==> config.mk <==
export PLATFORM = sky130hd
export DESIGN_NAME = gray_line_writer
export DESIGN_NICKNAME = d
export VERILOG_FILES = /design/src/rtl/gray_pkg.sv /design/src/rtl/gray_line_writer_line_packer.sv /design/src/rtl/gray_line_writer.sv
export SDC_FILE = /design/constraint.sdc
export NUM_CORES = 2
export LEC_CHECK = 0
export BUFFER_PORTS_ARGS = -buffer_cell sky130_fd_sc_hd__buf_2
export CORE_MARGIN = 3
export CORE_UTILIZATION = 45
export DETAILED_ROUTE_END_ITERATION = 10
export PLACE_DENSITY = 0.63
export REMOVE_ABC_BUFFERS = 1
export SYNTH_ARGS = -nofsm -noshare
export SYNTH_HDL_FRONTEND = slang
export SYNTH_SLANG_ARGS = --single-unit
==> constraint.sdc <==
create_clock -name clk -period 129.4 [get_ports clk]
set_input_delay 25.88 -clock clk [delete_from_list [all_inputs] [get_ports clk]]
set_output_delay 25.88 -clock clk [all_outputs]
set_load 0.1 [all_outputs]
==> src/rtl/gray_pkg.sv <==
// ---------------------------------------------------------------------------
// gray_pkg
// Shared types and default geometry for the gray line-writer path.
//   state_t      : writer FSM states (IDLE, FILL, WRITE, DONE)
//   PIX_W        : default pixel width in bits
//   PIX_PER_LINE : default pixels packed into one line word
//   LINES        : default lines per frame
//   LINE_W       : width of one packed line word
// ---------------------------------------------------------------------------
package gray_pkg;

    typedef enum logic [1:0] {
        IDLE  = 2'd0,
        FILL  = 2'd1,
        WRITE = 2'd2,
        DONE  = 2'd3
    } state_t;

    localparam int PIX_W        = 24;
    localparam int PIX_PER_LINE = 30;
    localparam int LINES        = 20;
    localparam int LINE_W       = PIX_W * PIX_PER_LINE;

endpackage

==> src/rtl/gray_line_writer_line_packer.sv <==
// ---------------------------------------------------------------------------
// line_packer
// Collects PIX_PER_LINE pixels into one line word, first pixel in the LSBs.
// Ports:
//   clk, rst : clock, asynchronous active-high reset
//   load     : a pixel transfers this cycle
//   clear    : restart the line at pixel 0
//   pix      : incoming pixel
//   word     : line word including the pixel currently presented on pix
//   last     : the current transfer is the final pixel of the line
// ---------------------------------------------------------------------------
module line_packer #(
    parameter int PIX_W        = 24,
    parameter int PIX_PER_LINE = 30
) (
    input  logic                          clk,
    input  logic                          rst,
    input  logic                          load,
    input  logic                          clear,
    input  logic [PIX_W-1:0]              pix,
    output logic [PIX_W*PIX_PER_LINE-1:0] word,
    output logic                          last
);

    localparam int CNT_W = (PIX_PER_LINE > 1) ? $clog2(PIX_PER_LINE) : 1;
    localparam logic [CNT_W-1:0] LAST_IDX = CNT_W'(PIX_PER_LINE - 1);

    logic [PIX_W*PIX_PER_LINE-1:0] line_q;
    logic [CNT_W-1:0]              pix_cnt;

    // The presented pixel is merged into its slot ahead of the clock edge, so
    // on the final transfer the top level can capture the complete line in the
    // same edge that accepts the last pixel.
    always_comb begin
        word = line_q;
        word[PIX_W*int'(pix_cnt) +: PIX_W] = pix;
    end

    assign last = load && (pix_cnt == LAST_IDX);

    always_ff @(posedge clk or posedge rst) begin
        if (rst) begin
            line_q  <= '0;
            pix_cnt <= '0;
        end else if (clear) begin
            pix_cnt <= '0;
        end else if (load) begin
            line_q  <= word;
            pix_cnt <= last ? '0 : pix_cnt + 1'b1;
        end
    end

endmodule

==> src/rtl/gray_line_writer.sv <==
// ---------------------------------------------------------------------------
// gray_line_writer
// Stream sink: packs PIX_PER_LINE pixels per line and stores LINES lines into
// a line-organised SRAM, then reports done until the next start.
// Ports:
//   clk, rst  : clock, asynchronous active-high reset
//   start     : single-cycle arm pulse (honoured in IDLE and DONE only)
//   in_valid  : in_data carries a pixel
//   in_data   : pixel
//   in_ready  : pixel accepted this cycle (registered, high only in FILL)
//   mem_addr  : SRAM line address
//   mem_write : SRAM write strobe (one cycle per line)
//   mem_data  : packed line word
//   busy      : frame in progress
//   done      : frame complete, sticky until the next start
// ---------------------------------------------------------------------------
module gray_line_writer #(
    parameter int PIX_W        = gray_pkg::PIX_W,
    parameter int PIX_PER_LINE = gray_pkg::PIX_PER_LINE,
    parameter int LINES        = gray_pkg::LINES,
    parameter int ADDR_WIDTH   = 5
) (
    input  logic                          clk,
    input  logic                          rst,
    input  logic                          start,
    input  logic                          in_valid,
    input  logic [PIX_W-1:0]              in_data,
    output logic                          in_ready,
    output logic [ADDR_WIDTH-1:0]         mem_addr,
    output logic                          mem_write,
    output logic [PIX_W*PIX_PER_LINE-1:0] mem_data,
    output logic                          busy,
    output logic                          done
);

    import gray_pkg::*;

    localparam int LINE_BITS = PIX_W * PIX_PER_LINE;
    localparam logic [ADDR_WIDTH-1:0] LAST_LINE = ADDR_WIDTH'(LINES - 1);

    state_t                state;
    logic [ADDR_WIDTH-1:0] line_cnt;
    logic                  load;
    logic                  clear;
    logic                  last;
    logic [LINE_BITS-1:0]  word;

    // in_ready is a registered copy of "state is FILL", so the handshake has
    // no combinational input-to-output path.
    assign load  = in_valid && in_ready;
    assign clear = start && ((state == IDLE) || (state == DONE));

    line_packer #(
        .PIX_W        (PIX_W),
        .PIX_PER_LINE (PIX_PER_LINE)
    ) u_packer (
        .clk   (clk),
        .rst   (rst),
        .load  (load),
        .clear (clear),
        .pix   (in_data),
        .word  (word),
        .last  (last)
    );

    // Frame sequencer. All outputs are registered and updated alongside the
    // state so each state's output values appear exactly in that state's
    // cycles; mem_addr/mem_data only change when a line is handed over.
    always_ff @(posedge clk or posedge rst) begin
        if (rst) begin
            state     <= IDLE;
            line_cnt  <= '0;
            in_ready  <= 1'b0;
            mem_addr  <= '0;
            mem_write <= 1'b0;
            mem_data  <= '0;
            busy      <= 1'b0;
            done      <= 1'b0;
        end else begin
            case (state)
                IDLE, DONE: begin
                    if (start) begin
                        state    <= FILL;
                        line_cnt <= '0;
                        in_ready <= 1'b1;
                        busy     <= 1'b1;
                        done     <= 1'b0;
                    end
                end
                FILL: begin
                    if (last) begin
                        state     <= WRITE;
                        in_ready  <= 1'b0;
                        mem_write <= 1'b1;
                        mem_addr  <= line_cnt;
                        mem_data  <= word;
                    end
                end
                WRITE: begin
                    mem_write <= 1'b0;
                    if (line_cnt == LAST_LINE) begin
                        state <= DONE;
                        busy  <= 1'b0;
                        done  <= 1'b1;
                    end else begin
                        state    <= FILL;
                        line_cnt <= line_cnt + 1'b1;
                        in_ready <= 1'b1;
                    end
                end
                default: begin
                    state <= IDLE;
                end
            endcase
        end
    end

endmodule

==> Yosys cells after proc, flatten, opt, wreduce, memory -nomap -nowiden <==
Cells that the tools add are included.
Widths: inputs -> output; s select.
{ "totals": {"ff_bits": 1461, "inputBits": 28} }
{ "classes": {"n_addsub": 3, "n_mul": 1, "n_eq_ne": 9, "n_shift": 2, "mux": 22, "bitwise": 1, "reduce_logical": 16} }
{ "op_table": {"columns": ["operator", "count"], "rows": [
  ["$bwmux 720", 1],
  ["$shift 24x33->720 const A", 1],
  ["$shiftx 24x33->720", 1],
  ["$neg 32->33", 1],
  ["$mux 5", 5],
  ["$add 5x1->5 const B", 2],
  ["$eq 5x5->1 const B", 2],
  ["$pmux 5 s2", 1],
  ["$reduce_and 3->1", 3],
  ["$reduce_and 2->1", 4],
  ["$mul 2x5->7 const A", 1],
  ["$mux 1", 7],
  ["$mux 2", 3],
  ["$ne 2x2->1 const B", 3],
  ["$pmux 1 s2", 3],
  ["$pmux 2 s3", 1],
  ["$reduce_bool 2->1", 3],
  ["$eq 2x2->1 const B", 2],
  ["$logic_and 1x1->1", 3],
  ["$pmux 1 s3", 1],
  ["$eq 2x1->1 const B", 1],
  ["$logic_not 2->1", 1],
  ["$ne 2x1->1 const B", 1],
  ["$reduce_or 2->1", 1],
  ["2 further kinds", 2]
]} }

==> Longest topological paths before layout <==
{ "depth": {"ltp_word": 5, "mapped_depth": 19, "mapped_depth_nobuf": 14} }

==> Cells and area by module <==
From an unflattened synthesis, not the netlist that was laid out.
{ "hier_totals": {"cells_unflattened": 6754, "hier_area_um2": 68330.5} }
{ "by_module_without_submodules": {"columns": ["module", "instances", "cells_each", "area_each_um2"], "rows": [
  ["line_packer", 1, 3626, 40607.7],
  ["gray_line_writer", 1, 3128, 27722.8]
]} }

==> Least setup slack after synthesis <==
Ideal clock, no wire load.
{ "synth_timing": {"path_kind": "in2reg", "start": "in start", "end": "reg u_packer.line_q[408]", "setup_ns": 0.125, "t_arrival_ns": 27.629, "required_time_ns": 129.275, "path_slack_ns": 101.646, "path_stages": 7, "path_buffers": 2, "path_cell_list": "clkbuf_1 > a21oi_1 > buf_2 > and2_0 > nand2_1 > nor3_2 > mux2_2"} }
{ "synth_via": {"elab_chain_len": 3} }
{ "synth_lines": {"columns": ["element", "line", "source"], "rows": [
  ["start: declaration", "gray_line_writer.sv:25", "input logic start,"],
  ["$logic_and 1x1->1", "gray_line_writer.sv:51", "assign clear = start && ((state == IDLE) || (state == DONE));"],
  ["$not 1->1 (no line)", null, null],
  ["$reduce_and 2->1 (no line)", null, null],
  ["end signal: assignment", "gray_line_writer_line_packer.sv:48", "line_q <= word;"],
  ["end: declaration", "gray_line_writer_line_packer.sv:28", "logic [PIX_W*PIX_PER_LINE-1:0] line_q;"]
]} }
No other way between the ends.
A chain may end at the register's enable or synchronous reset.

==> results.md <==
- Synth-to-layout area growth: 16.8%
- Clk buf depth: 3
- MaxCap Viol Count: 0
- Setup ws final: 98.43 ns
- Syn Inst Count: 6069
- CTS Sinks: 1461
- Die X: 384 um
- Detail Route Antenna Nets: 0
- RePlAce Congestion: 0.946
- Crit path DAT: 31.76 ns
- Vias: 50787
- Clk pwr share: 31.0%
- Hold Vio Cnt, Final: 0
- Detailed Place HPWL: 159 mm
- Iter 0 DRT Violations: 5514
- Die area: 0.147 mm2
- WL final: 226 mm
- Fin cells: 8686
- Worst-margin pin slew: 1.17 ns
- Total GRT Usage: 30.2%
- Initial antenna violation count: 14
- Post-synthesis cell type count: 93
- Slew Limit Fails: 0
- Logic gate share of total power: 33.5%
- RSZ-0062 raised after global routing: no
- Grt ovf: 0
- Worst hold path class: reg -> reg
- Asr flop ratio synth: 100%
- Largest net degree at the start of global routing: 249
- EDFF count, synth: 0
- CP startpoint kind: primary input
- Post-synthesis cell area: 0.0642 mm2
- Post-synthesis sequential area ratio: 57.0%
- Tot Pwr: 0.00145 W
- Post-CTS Hold Fix Bufs: 0
- Synth Flop Type: dfrtp_1
- Critical path class: in -> async
- Portion of total power attributed to sequential cells: 35.5%
- Worst VDD drop: 0.0000204 V
- CTS tree: done
- Number of port buffers: 756
- Max Fclk: 32.3 MHz
- H-Tree Depth: 4
- Internal power: 0.000862 W
- Vias in the first global route: 49157
- Post-Route Skew: 0.0487 ns
- First-pass GRT wire length: 332 mm
- CTS-repair resized insts: 0
- Die Y: 384 um
- # rows: 137
- Synthesis-stage register bit count: 1461
- Top cell type's share of synthesized area: 57.0%
- Post-synth top area cell: dfrtp_1
- Final setup viols: 0
- Max-slew headroom: 21.7%
- Sw frac: 40.7%
- Setup TNS: 0 ns
- PwrDens: 19.4 mW/mm2
- Yosys synthesis warning count: 0
- Initial core utilization: 45.7%
- Drt wl/cell: 26.0 um
- CTS clk-pin slew, worst paths: 0.06 ns
- Post-CTS Setup Inserts: 0
- Area contributors post-synth: dfrtp_1, mux2_2, nand2_1, mux2i_1, o21ai_0
- Period minus WS final: 30.97 ns
- Layout cells sized above 1: 24.2%
- Status: finished, final reports clean
- Crit end category: asynchronous set/reset pin
- Ports: 757
- Avg Cell Area, Syn: 10.6 um2
- Psw: 0.000591 W
- Placed cell count: 8406
- Commonest cells in the netlist: dfrtp_1, nand2_1, o21ai_0
- Core ar.: 0.141 mm2
- DP Worst Slack: 97.51 ns
- Drt pass-1 iters: 6
- Routed vias/inst: 5.85
- DRC viols: 0
- Crit share post-route: 23.9%
- Cts bufs inserted: 156
- Final core utilization: 53.3%
- Clk_lat worst skew: 0.83 ns
- Root buf cell: clkbuf_16
- Lkg Pwr: 37.5 nW
- Nets: 6729
- Worst-path maximum fanout: 167
- Worst EP required: 130.20 ns
- Top-count cell post-synth: dfrtp_1
-- layout by cell type (no fill, tap or decap), types with 40 or more instances in the layout --
master and instances:
buf_4 99, nand3_1 103, a21oi_1 373, clkbuf_16 156, mux2_2 421, a22o_1 40, a22oi_1 114, and3_1 96
nand2_1 1029, o21ai_0 639, mux2i_1 324, a221o_1 113, buf_2 756, dfrtp_1 1460, nor2_1 447
-- final cells by class --
type                       count  area, um2
fill                       12602      65600
sequential                  1461      36600
multi-input combinational   4189      26100
timing repair buffer         861       4650
clock buffer                 223       4450
tap                         1876       2350
clock inverter                50        748
inverter                      19       78.8
antenna                        7       17.5
-- cell families (layout without fill, tap and decap cells) --
group | Yosys count | in the layout | synth area share [%]
compound gates | 1539 | 1539 | 14.9
other cells | 0 | 7 | 0
buf+inv | 419 | 1153 | 2.67
flops | 1461 | 1461 | 57.0
mux | 746 | 746 | 12.5
simple gates | 1883 | 1883 | 12.6
xor+xnor | 8 | 8 | 0.166
fa+ha+maj | 13 | 13 | 0.265
-- final timing paths --
check                                     start              endpoint  slack (ns)  depth (start not counted)
max                                         rst          mem_data[52]       98.43                          8
min                        u_packer.line_q[345]         mem_data[345]        0.46                          2
max reg2reg                 u_packer.pix_cnt[1]  u_packer.line_q[427]      122.91                         12
min reg2reg                u_packer.line_q[345]         mem_data[345]        0.46                          2
max in group clk                       in_valid         mem_data[719]      100.18                          9
min in group asynchronous                   rst         mem_data[596]       25.21                          2
-- power by group through the flow --
stage | combinational, W | clock, W | sequential, W
global route | 0.000510 | 0.000478 | 0.000519
floorplan | 0.000235 | 0 | 0.000524
detailed placement | 0.000479 | 0 | 0.000523
CTS | 0.000480 | 0.000458 | 0.000515
global placement | 0.000473 | 0 | 0.000521
finish | 0.000487 | 0.000451 | 0.000515
-- flip-flops by register name, summed over array words and instances, names as in the netlist --
| register | flops |
|---|---|
| mem_write | 1 |
| u_packer.pix_cnt | 5 |
| mem_data | 720 |
| mem_addr | 5 |
| state | 2 |
| busy | 1 |
| in_ready | 1 |
| line_cnt | 5 |
| u_packer.line_q | 720 |
| done | 1 |
-- metrics by stage --
step                      hold WS (ns)  cell area (um2)
final                            0.460            74900
after global routing             0.486            74900
after CTS                        0.453            74900
after detailed placement         0.457            69700
after global placement           0.452            69700
after floorplan                  0.435            62500
-- routing by layer --
metal	GRT usage (%)	share of wire [%]
met5	0	0.026
met4	12.9	4.6
met3	7.57	8.5
met2	46.5	45
met1	40.7	42
-- worst max-delay path: stages --
cell and delay (ns):
buf_2 0.13, inv_8 0.49, buf_4 0.81, buf_12 0.65
buf_4 0.74, buf_4 0.85, buf_4 0.85, buf_12 0.66
No activity file was read; power rests on OpenSTA's default activity.
